[src/rtl/rom_fetch_if.sv]
// rom_fetch_if: ROM address/data bus plus the
// fetch-to-decode handshake and control inputs.
`timescale 1ns/1ps

interface rom_fetch_if #(
  parameter int ADDR_WIDTH = 15,
  parameter int DATA_WIDTH = 8
);
  logic [ADDR_WIDTH-1:0] rom_addr;
  logic [DATA_WIDTH-1:0] rom_data;
  logic [DATA_WIDTH-1:0] instr;
  logic [ADDR_WIDTH-1:0] instr_pc;
  logic                  instr_valid;
  logic                  instr_ready;
  logic                  jump;
  logic [ADDR_WIDTH-1:0] jump_target;
  logic                  halt;

  modport master (
    output rom_addr,
    output instr,
    output instr_pc,
    output instr_valid,
    input  rom_data,
    input  instr_ready,
    input  jump,
    input  jump_target,
    input  halt
  );

  modport slave (
    input  rom_addr,
    input  instr,
    input  instr_pc,
    input  instr_valid,
    output rom_data,
    output instr_ready,
    output jump,
    output jump_target,
    output halt
  );
endinterface

[src/rtl/rom_fetch.sv]
// rom_fetch: PC-driven ROM fetch with access-time
// wait counter and a one-entry instruction buffer.
`timescale 1ns/1ps

module rom_fetch #(
  parameter int ADDR_WIDTH  = 15,
  parameter int DATA_WIDTH  = 8,
  parameter int WAIT_CYCLES = 2,
  parameter int RESET_PC    = 0
) (
  input  logic          clk,
  input  logic          rst_n,
  rom_fetch_if.master   bus
);

  localparam int CW = $clog2(WAIT_CYCLES) + 1;
  localparam logic [CW-1:0] W_RELOAD =
    CW'(WAIT_CYCLES - 1);
  localparam logic [ADDR_WIDTH-1:0] W_RST_PC =
    ADDR_WIDTH'(RESET_PC);

  logic [ADDR_WIDTH-1:0] r_pc;
  logic [CW-1:0]         r_wcnt;
  logic [DATA_WIDTH-1:0] r_instr;
  logic [ADDR_WIDTH-1:0] r_instr_pc;
  logic                  r_valid;

  logic w_data_ok;
  logic w_slot_free;
  logic w_capture;

  assign w_data_ok   = (r_wcnt == '0);
  assign w_slot_free = !r_valid
                     || bus.instr_ready;
  assign w_capture   = w_data_ok
                     && !bus.halt
                     && w_slot_free;

  // Jump beats capture; a flushed buffer is
  // dropped regardless of instr_ready.
  always_ff @(posedge clk or negedge rst_n) begin
    if (!rst_n) begin
      r_pc       <= W_RST_PC;
      r_wcnt     <= W_RELOAD;
      r_instr    <= '0;
      r_instr_pc <= '0;
      r_valid    <= 1'b0;
    end else if (bus.jump) begin
      r_pc    <= bus.jump_target;
      r_wcnt  <= W_RELOAD;
      r_valid <= 1'b0;
    end else if (w_capture) begin
      r_instr    <= bus.rom_data;
      r_instr_pc <= r_pc;
      r_valid    <= 1'b1;
      r_pc       <= r_pc + ADDR_WIDTH'(1);
      r_wcnt     <= W_RELOAD;
    end else begin
      if (r_valid && bus.instr_ready)
        r_valid <= 1'b0;
      if (!w_data_ok)
        r_wcnt <= r_wcnt - CW'(1);
    end
  end

  assign bus.rom_addr    = r_pc;
  assign bus.instr       = r_instr;
  assign bus.instr_pc    = r_instr_pc;
  assign bus.instr_valid = r_valid;

endmodule
[src/flat_wrapper.sv]
// flat-port wrapper written by rule: the top's interface ports become plain ports
module rom_fetch_flat 
#(
  parameter int ADDR_WIDTH  = 15,
  parameter int DATA_WIDTH  = 8,
  parameter int WAIT_CYCLES = 2,
  parameter int RESET_PC    = 0
)
  (clk, rst_n, bus_rom_addr, bus_instr, bus_instr_pc, bus_instr_valid, bus_rom_data, bus_instr_ready, bus_jump, bus_jump_target, bus_halt);
  rom_fetch_if #(.ADDR_WIDTH(ADDR_WIDTH), .DATA_WIDTH(DATA_WIDTH)) bus_i ();
  input  logic clk;
  input  logic rst_n;
  output wire logic [$bits(bus_i.rom_addr)-1:0] bus_rom_addr;
  output wire logic [$bits(bus_i.instr)-1:0] bus_instr;
  output wire logic [$bits(bus_i.instr_pc)-1:0] bus_instr_pc;
  output wire logic [$bits(bus_i.instr_valid)-1:0] bus_instr_valid;
  input wire logic [$bits(bus_i.rom_data)-1:0] bus_rom_data;
  input wire logic [$bits(bus_i.instr_ready)-1:0] bus_instr_ready;
  input wire logic [$bits(bus_i.jump)-1:0] bus_jump;
  input wire logic [$bits(bus_i.jump_target)-1:0] bus_jump_target;
  input wire logic [$bits(bus_i.halt)-1:0] bus_halt;
  assign bus_rom_addr = bus_i.rom_addr;
  assign bus_instr = bus_i.instr;
  assign bus_instr_pc = bus_i.instr_pc;
  assign bus_instr_valid = bus_i.instr_valid;
  assign bus_i.rom_data = bus_rom_data;
  assign bus_i.instr_ready = bus_instr_ready;
  assign bus_i.jump = bus_jump;
  assign bus_i.jump_target = bus_jump_target;
  assign bus_i.halt = bus_halt;
  rom_fetch #(.ADDR_WIDTH(ADDR_WIDTH), .DATA_WIDTH(DATA_WIDTH), .WAIT_CYCLES(WAIT_CYCLES), .RESET_PC(RESET_PC)) u_core (.clk(clk), .rst_n(rst_n), .bus(bus_i));
endmodule
[config.mk]
export PLATFORM = sky130hd
export DESIGN_NAME = rom_fetch_flat
export DESIGN_NICKNAME = d
export VERILOG_FILES = /design/src/rtl/rom_fetch_if.sv /design/src/rtl/rom_fetch.sv /design/src/flat_wrapper.sv
export SDC_FILE = /design/constraint.sdc
export NUM_CORES = 1
export LEC_CHECK = 0
export CAP_MARGIN = 40
export CELL_PAD_IN_SITES_DETAIL_PLACEMENT = 0
export CELL_PAD_IN_SITES_GLOBAL_PLACEMENT = 1
export CORE_MARGIN = 2
export CORE_UTILIZATION = 47
export DETAILED_ROUTE_END_ITERATION = 8
export DONT_BUFFER_PORTS = 1
export GPL_ROUTABILITY_DRIVEN = 0
export MAX_ROUTING_LAYER = met4
export PLACE_DENSITY = 0.81
export SETUP_SLACK_MARGIN = 0.4
export SLEW_MARGIN = 15
export SYNTH_ARGS = -nofsm -noshare
export SYNTH_HDL_FRONTEND = slang
export SYNTH_SLANG_ARGS = --single-unit
[constraint.sdc]
create_clock -name clk -period 2.8 [get_ports clk]
set_clock_uncertainty 0.1 [all_clocks]
set_input_delay 0.28 -clock clk [delete_from_list [all_inputs] [get_ports clk]]
set_output_delay 0.28 -clock clk [all_outputs]
set_load 0.03 [all_outputs]
==> results of run 1 <==
[per-stage QoR]
stage	util	setup WS, ns
after detailed placement	0.514	0.410
after global routing	0.556	0.459
after floorplan	-	0.546
after CTS	0.554	0.440
after global placement	0.514	0.485
final	0.556	0.561
[flip-flops by register name, summed over array words and instances (netlist names)]
register / cells
u_core.bus.instr: 8
u_core.bus.instr_pc: 15
u_core.bus.instr_valid: 1
u_core.bus.rom_addr: 15
u_core.r_wcnt: 2
[cells by family after synthesis]
logic type / Yosys count / synth area share
buffers and inverters: 15 / 0.0367
AOI/OAI and AO/OA: 21 / 0.0667
xor gates and xnor gates: 8 / 0.0374
adders and majority gates: 2 / 0.0133
DFF: 41 / 0.548
muxes: 26 / 0.154
and+or+nand+nor: 52 / 0.144
[what timing repair did]
item,in CTS,in global routing
endpoints found under the setup margin,1,19
gates resized for setup,1,2
hold buffers,5,0
cloned,0,0
hold endpoints to repair,51,0
[power by group]
| group | total [uW] | switching [uW] | internal, uW | leakage [uW] |
|---|---|---|---|---|
| registers | 1320 | 521 | 796 | 0.000489 |
| logic | 404 | 179 | 224 | 0.000309 |
| clock network | 371 | 199 | 172 | 0.0000439 |
| total | 2090 | 899 | 1190 | 0.000842 |
[worst min path at each step]
stage	to	cells past startpoint	slack (ns)	startpoint
after floorplan	u_core.bus.instr[0]	0	-0.12	rst_n
after global placement	u_core.bus.instr_pc[7]	0	-0.11	rst_n
after detailed placement	u_core.bus.instr[5]	0	-0.11	rst_n
after CTS	u_core.bus.rom_addr[3]	2	0.001	bus_jump_target[3]
after global routing	u_core.bus.rom_addr[2]	1	0.009	bus_jump
final	u_core.bus.rom_addr[2]	1	0.002	bus_jump
[final cells by class]
class	instances	area [um^2]	area share
flip-flops and latches	41	1030	0.493
multi-input cells	109	797	0.383
repair buffers	9	90.1	0.0432
clock buffers	5	68.8	0.0330
well taps	48	60.1	0.0288
inverters	6	22.5	0.0108
clock inverters	3	17.5	0.00841
[routing by layer]
metal | wire length, um | vias to the layer above
met5 | 0 | -
met4 | 73 | 0
met3 | 284 | 7
met2 | 1720 | 49
met1 | 1620 | 610
li1 | - | 594
[synth_stat cells (4+ instances only)]
library cell and n:
dfrtp_1 40, mux2_2 23, nand2_1 14, o21ai_0 11
xnor2_1 8, nand3_1 7, inv_1 6, nor2_1 6
nor3_1 5, nor4_1 4
[worst max-delay path: stages (launching register included)]
cell and delay (ns):
dfrtp_1 0.38, inv_1 0.06, ha_1 0.23, nand2b_2 0.19, or4_4 0.60, o31a_1 0.32, o31a_1 0.27
==> results.py, run 1 <==
metrics = {
    "routing": {
        "vias": 1260,
        "first_iter_violations": 59,
        "drc_errors": 0,
        "wl_per_cell_um": 16.7,
        "dr.pass1.iters": 4,
        "vias_per_cell": 5.70,
        "finalWirelength_mm": 3.70,
        "detail-route-antenna-nets": 0,
    },
    "final_layout": {
        "syn2layout_area_growth_pct": 11.1,
        "final_nets": 202,
        "fillers": 333,
        "diodes": 0,
        "final_cell_mix": "40 x dfrtp_1, 23 x mux2_2, 14 x nand2_1",
        "drive_above_1_share": 0.249,
        "post-route-cell-area_mm2": 0.00208,
        "stdcell_count": 221,
        "layout_commonest_cell": "dfrtp_1",
    },
    "setup_path": {
        "crit_path_end_kind": "register",
        "critPathMaxFanout": 10,
        "cp-startpoint": "u_core.r_wcnt[1]",
        "arrival_ns": 2.32,
        "critPathKind": "reg -> reg",
        "rrSetupSlack_ns": 0.56,
        "crit_end": "u_core.bus.rom_addr[14]",
        "cp.required_ns": 2.88,
        "critPathLaunchType": "register",
        "worst_r2r_path_depth": 6,
        "reg2reg_to": "u_core.bus.rom_addr[14]",
        "r2r_start": "u_core.r_wcnt[1]",
    },
    "sta": {
        "fin_crit_ns": 2.24,
        "hold_viol": 0,
        "relSlewSlack": 0.516,
        "max_freq_ghz": 0.447,
        "holdWs_ns": 0.00212,
        "finalSetupViolCount": 0,
        "fin_setup_tns_ns": 0,
        "rsz0062_at_grt": "false",
        "drv_slew": 0,
        "finalCritPeriodShare": 0.800,
        "tightest_slew_ns": 0.724,
    },
    "floorplan": {
        "die-area_mm2": 0.00451,
        "rows": 22,
        "io_pins": 67,
        "die_w_um": 67.2,
        "die_h_um": 67.2,
        "coreArea_mm2": 0.00374,
        "start_util": 0.501,
    },
    "logic_synthesis": {
        "synth_top_area_frac": 0.534,
        "ys_warn_count": 0,
        "synthArstFlopShare": 1.00,
        "syn_area_mm2": 0.00188,
        "synth_ff_type": "dfrtp_1",
        "synth.area.top_cells": "dfrtp_1 53%, mux2_2 14%, xnor2_1 3.7%, o21ai_0 2.9%, nand2_1 2.8%",
        "yosys.area.top_type": "dfrtp_1",
        "synth.avg_cell_area_um2": 11.4,
        "synth_seq_cells": 41,
        "synth_nets": 195,
        "synthCells": 165,
        "synth_cell_types": 32,
        "ys_seq_area_frac": 0.548,
        "synth-edff-count": 0,
    },
    "placed_design": {
        "placed_area_mm2": 0.00192,
        "io_buffer_count": 0,
        "dp_hpwl_mm": 2.58,
        "dp_cells": 208,
    },
    "worst_hold_path": {
        "hold_path_class": "in -> reg",
    },
    "global_routing": {
        "grt_overflow": 0,
        "top_usage_layer": "met2",
        "grt_max_degree": 42,
        "track_usage": 0.182,
        "antenna_found_initial": 0,
        "grt_util_met1": 0.214,
        "gr-usage-met2": 0.285,
        "use_met3": 0.0550,
        "grt_pass1_wl_mm": 5.81,
        "grt_pass1_vias": 1288,
    },
    "cts": {
        "cts_num_sinks": 41,
        "path_clk_slew_ns": 0.08,
        "cts_max_path_buffers": 2,
        "cts_buffers": 5,
        "cts_tree": "yes",
        "postCtsSetupBuffers": 0,
        "clockRootBuffer": "clkbuf_8",
        "clk_latency_ns": 0.29,
        "htreeDepth": 2,
    },
    "power_and_ir_drop": {
        "power_leakage_uw": 0.000842,
        "pwr_density_cell_mw_per_mm2": 1000,
        "irDropWorstVdd_mv": 0.538,
        "power_uw": 2090,
    },
    "job": {
        "max_cap_violations": 0,
    },
    "outcome": {
        "status": "complete, no violations",
    },
}
No activity file was read; power rests on OpenSTA's default activity.
==> inputs of run 2 (changes only) <==
==> constraint.sdc (replaced) <==
create_clock -name clk -period 2.3 [get_ports clk]
set_clock_uncertainty 0.1 [all_clocks]
set_input_delay 0.23 -clock clk [delete_from_list [all_inputs] [get_ports clk]]
set_output_delay 0.23 -clock clk [all_outputs]
set_load 0.03 [all_outputs]
==> run 2 against run 1 <==
Net effect:
- first-iteration DRC count grew 110%
- utilization grew 12 points
- sequential share of layout area shrank 8.3 points
- clock power grew 50%
- die area is the same
==> results.py, run 2 (synthesis results as in run 1) <==
metrics = {
    "routing": {
        "first_iter_violations": 126,
        "wl_per_cell_um": 18.5,
        "finalWirelength_mm": 4.84,
        "dr.pass1.iters": 4,
        "vias": 1516,
        "detail-route-antenna-nets": 0,
        "drc_errors": 0,
        "vias_per_cell": 5.81,
    },
    "sta": {
        "relSlewSlack": 0.539,
        "hold_viol": 0,
        "rsz0062_at_grt": "true",
        "max_freq_ghz": 0.515,
        "holdWs_ns": 0.00686,
        "finalSetupViolCount": 0,
        "tightest_slew_ns": 0.691,
        "fin_crit_ns": 1.94,
        "finalCritPeriodShare": 0.845,
        "drv_slew": 0,
        "fin_setup_tns_ns": 0,
    },
    "worst_hold_path": {
        "hold_path_class": "in -> reg",
    },
    "setup_path": {
        "cp_slowest_stage_delay_ns": 0.55,
        "arrival_ns": 2.08,
        "cp_cell_sequence": "inv_2 -> ha_4 -> nand2b_4 -> or4_4 -> or4_1 -> nand3_1",
        "critPathKind": "reg -> reg",
        "cp.required_ns": 2.44,
        "critPathLaunchType": "register",
        "slowest_stage": "or4_4",
        "critPathMaxFanout": 8,
        "crit_path_end_kind": "register",
    },
    "power_and_ir_drop": {
        "irDropWorstVdd_mv": 0.619,
        "pwr_density_cell_mw_per_mm2": 1130,
        "power_leakage_uw": 0.00105,
    },
    "outcome": {
        "status": "complete, no violations",
    },
    "floorplan": {
        "io_pins": 67,
        "coreArea_mm2": 0.00374,
        "die_h_um": 67.2,
        "start_util": 0.501,
        "die_w_um": 67.2,
        "die-area_mm2": 0.00451,
        "rows": 22,
    },
    "global_routing": {
        "grt_overflow": 0,
        "grt_pass1_wl_mm": 7.30,
        "antenna_found_initial": 0,
        "grt_max_degree": 42,
        "grt_pass1_vias": 1554,
        "track_usage": 0.231,
    },
    "final_layout": {
        "fillers": 297,
        "diodes": 0,
        "layout_commonest_cell": "dfrtp_1",
        "final_cell_mix": "37 x dfrtp_1, 25 x dlygate4sd3_1, 23 x mux2_2",
        "syn2layout_area_growth_pct": 34.2,
        "final_util": 0.672,
        "drive_above_1_share": 0.319,
        "final_nets": 243,
    },
    "job": {
        "max_cap_violations": 0,
    },
    "cts": {
        "clk_latency_ns": 0.30,
        "cts_num_sinks": 41,
        "htreeDepth": 2,
        "cts_max_path_buffers": 2,
        "path_clk_slew_ns": 0.07,
        "cts_tree": "yes",
        "clockRootBuffer": "clkbuf_8",
        "cts_buffers": 5,
    },
    "placed_design": {
        "io_buffer_count": 0,
        "dp_hpwl_mm": 2.87,
    },
}
-- run 2: cell count changes in the layout (fill, tap and decap cells not counted), sizes merged --
| cell | delta |
|---|---|
| dlygate4sd3 | +21 |
| buf | +19 |
| bufinv | +1 |
| clkinv | -1 |
| clkinvlp | -1 |
| dlymetal6s4s | +1 |
-- run 2: final timing paths --
kind,cells past startpoint,startpoint,endpoint,slack (ns)
min reg2reg,2,u_core.r_wcnt[1],u_core.r_wcnt[1],0.51
max reg2reg,6,u_core.r_wcnt[1],u_core.bus.rom_addr[10],0.36
max in group asynchronous,2,rst_n,u_core.r_wcnt[0],1.51
min in group asynchronous,2,rst_n,u_core.bus.rom_addr[7],0.33
max,6,u_core.r_wcnt[1],u_core.bus.rom_addr[10],0.36
min,2,bus_jump,u_core.bus.rom_addr[10],0.007
-- run 2: routing by layer --
layer	GRT usage	up-vias	wire [um]
met4	0.0765	0	95
met5	-	-	0
met1	0.260	761	1880
met3	0.0767	9	398
li1	-	673	-
met2	0.386	73	2470
-- run 2: report_power, final --
group | total, uW | switching (uW) | internal, uW | leakage (uW)
Combinational | 715 | 324 | 391 | 0.000512
Sequential | 1570 | 600 | 972 | 0.000485
Clock | 557 | 242 | 315 | 0.0000540
-- run 2: what timing repair did --
action,4_1_cts,5_1_grt
resized for setup,2,13
pin swaps,0,2
endpoints found under the hold margin,67,0
hold buffers,27,0
setup endpoints to repair,23,28
cloned,0,3
setup buffers,0,4
-- run 2: through the flow --
stage	cells	instance area (um^2)	setup WS (ns)	power, uW
finish	261	2520	0.357	2840
global route	261	2520	0.274	3000
CTS	254	2420	0.334	2790
detailed placement	220	2030	0.269	2160
global placement	220	2030	0.320	2110
floorplan	165	1890	0.214	2000
-- run 2: critical path, delay by kind of cell, from the launching register on --
kind | cells | cell delay [ns]
and+or+nand+nor | 4 | 1.16
DFF | 1 | 0.39
adders and majority gates | 1 | 0.16
buffers and inverters | 1 | 0.07
-- run 2: area by class of cell --
| class | count | area [um^2] | share of cell area |
|---|---|---|---|
| Timing Repair Buffer | 50 | 468 | 0.186 |
| Clock buffer | 5 | 68.8 | 0.0273 |
| Multi-Input combinational cell | 109 | 831 | 0.330 |
| Inverter | 6 | 22.5 | 0.00895 |
| Tap cell | 48 | 60.1 | 0.0239 |
| Sequential cell | 41 | 1030 | 0.410 |
| Clock inverter | 2 | 35.0 | 0.0139 |
==> inputs of run 3 (changes only) <==
==> constraint.sdc (replaced) <==
create_clock -name clk -period 1.9 [get_ports clk]
set_clock_uncertainty 0.1 [all_clocks]
set_input_delay 0.19 -clock clk [delete_from_list [all_inputs] [get_ports clk]]
set_output_delay 0.19 -clock clk [all_outputs]
set_load 0.03 [all_outputs]
==> run 3 against run 2 <==
Net effect:
- the run now ends with negative hold slack, negative setup slack left
- non-clock buffer count increased by 6
- combinational power increased by 80%
- via count increased by 1.5%
- die area unchanged
- maximum frequency decreased by 2.7%
- highest routed layer unchanged
- critical endpoint is now u_core.bus.rom_addr[14]
- sequential cell count unchanged
- count of clock-buffer cells in the layout unchanged
- sequential share of layout area decreased by 4.2 points
==> results.py, run 3 (synthesis results as in run 1) <==
metrics = {
    "power_and_ir_drop": {
        "irDropWorstVdd_mv": 0.768,
        "power_leakage_uw": 0.00118,
        "power_uw": 3730,
        "pwr_density_cell_mw_per_mm2": 1330,
    },
    "placed_design": {
        "dp_hpwl_mm": 2.87,
        "preCtsSetupSlack_ns": -0.129,
        "io_buffer_count": 0,
    },
    "sta": {
        "hold_viol": 14,
        "finalCritPeriodShare": 1.05,
        "max_freq_ghz": 0.501,
        "fin_crit_ns": 2.00,
        "finalSetupViolCount": 11,
        "drv_slew": 0,
        "holdWs_ns": -0.155,
        "setup_ws_ns": -0.0970,
        "tightest_slew_ns": 0.391,
        "fin_setup_tns_ns": -0.219,
        "rsz0062_at_grt": "true",
        "relSlewSlack": 0.739,
    },
    "global_routing": {
        "track_usage": 0.229,
        "grt_max_degree": 42,
        "grt_pass1_vias": 1502,
        "antenna_found_initial": 0,
        "grt_overflow": 0,
        "grt_pass1_wl_mm": 7.31,
    },
    "routing": {
        "detail-route-antenna-nets": 0,
        "vias": 1539,
        "first_iter_violations": 123,
        "wl_per_cell_um": 19.9,
        "dr.pass1.iters": 4,
        "vias_per_cell": 5.72,
        "finalWirelength_mm": 5.36,
        "drc_errors": 0,
    },
    "cts": {
        "cts_max_path_buffers": 2,
        "path_clk_slew_ns": 0.08,
        "cts_tree": "yes",
        "cts_buffers": 5,
        "clockRootBuffer": "clkbuf_8",
        "htreeDepth": 2,
        "cts_num_sinks": 41,
        "clk_latency_ns": 0.30,
    },
    "final_layout": {
        "syn2layout_area_growth_pct": 49.4,
        "final_nets": 249,
        "drive_above_1_share": 0.436,
        "layout_commonest_cell": "dfrtp_1",
        "final_cell_mix": "37 x dfrtp_1, 24 x buf_4, 23 x mux2_4",
    },
    "setup_path": {
        "worst_r2r_path_depth": 6,
        "r2r_start": "u_core.r_wcnt[1]",
        "rrSetupSlack_ns": -0.1,
        "cp.required_ns": 1.98,
        "arrival_ns": 2.07,
        "crit_path_end_kind": "register",
        "slowest_stage": "or4_4",
        "critPathLaunchType": "register",
        "reg2reg_to": "u_core.bus.rom_addr[14]",
        "cp_cell_sequence": "inv_2 -> ha_4 -> nand2b_4 -> or4_4 -> o31a_1 -> o31a_1",
        "cp.depth": 6,
        "critPathMaxFanout": 8,
        "worst_path_most_repeated_cell": "o31a_1",
        "cp_top_family": "simple AND/OR/NAND/NOR gates",
        "worstPathBufferInverterCount": 1,
        "critPathKind": "reg -> reg",
        "cp_slowest_stage_delay_ns": 0.56,
    },
    "outcome": {
        "status": "finished, violations left",
        "violations": "negative hold slack, negative setup slack",
    },
    "floorplan": {
        "coreArea_mm2": 0.00374,
        "io_pins": 67,
        "die_w_um": 67.2,
        "die_h_um": 67.2,
        "start_util": 0.501,
        "die-area_mm2": 0.00451,
        "rows": 22,
    },
    "worst_hold_path": {
        "min_from": "bus_jump",
        "hold_end": "u_core.r_wcnt[1]",
        "hold_depth": 1,
        "hold_path_class": "in -> reg",
    },
    "job": {
        "max_cap_violations": 0,
    },
}
==> run 3: cell count changes in the layout (fill, tap and decap cells not counted), sizes merged <==
cell | previous run | this run
buf | 24 | 38
dlymetal6s4s | 1 | 0
clkinv | 1 | 2
diode | 0 | 1
dlygate4sd3 | 25 | 16
clkinvlp | 0 | 1
bufinv | 1 | 0
clkbuf | 5 | 7
==> run 3: area by class of cell <==
class                   instances  area (um^2)
inverters                       6         22.5
flip-flops and latches         41         1030
multi-input cells             109         1030
well taps                      48         60.1
clock inverters                 3         17.5
repair buffers                 56          569
clock buffers                   5         68.8
diodes                          1         2.50
fillers                       237          942
==> run 3: report_power, final <==
part / total (uW) / switching [uW] / internal, uW
combinational: 1290 / 536 / 749
clock: 561 / 308 / 253
sequential: 1880 / 710 / 1180
total: 3730 / 1550 / 2180
==> run 3: worst max path at each step <==
stage | from | end | slack [ns]
floorplan | u_core.r_wcnt[1] | u_core.bus.rom_addr[10] | -0.19
global placement | u_core.r_wcnt[1] | u_core.bus.rom_addr[10] | -0.06
detailed placement | u_core.r_wcnt[1] | u_core.bus.rom_addr[10] | -0.13
CTS | u_core.r_wcnt[1] | u_core.bus.rom_addr[10] | -0.02
global route | u_core.r_wcnt[1] | u_core.bus.rom_addr[14] | -0.12
finish | u_core.r_wcnt[1] | u_core.bus.rom_addr[14] | -0.1
==> run 3: per-layer routing <==
layer  GRT usage  share of wire  vias to the layer above
li1            -              -                      690
met3      0.0717          0.078                       11
met4      0.0842          0.019                        0
met1       0.274           0.40                      770
met2       0.365           0.51                       68
met5           -              0                        -
==> run 3: metrics by stage <==
stage / hold WS, ns / cell area [um^2] / util / cells
2_1_floorplan: -0.206 / 1890 / - / 165
3_3_place_gp: -0.205 / 2100 / 0.562 / 228
3_5_place_dp: -0.205 / 2100 / 0.562 / 228
4_1_cts: -0.152 / 2630 / 0.704 / 259
5_1_grt: -0.170 / 2800 / 0.748 / 268
6_report: -0.155 / 2800 / 0.748 / 269
==> run 3: repair_timing <==
action | in CTS | in global routing
buffers inserted | 7 | 5
gates cloned | 0 | 3
hold buffers | 16 | 1
endpoints found under the hold margin | 67 | 14
pin swaps | 20 | 13
endpoints found under the setup margin | 39 | 41
gates resized for setup | 56 | 11
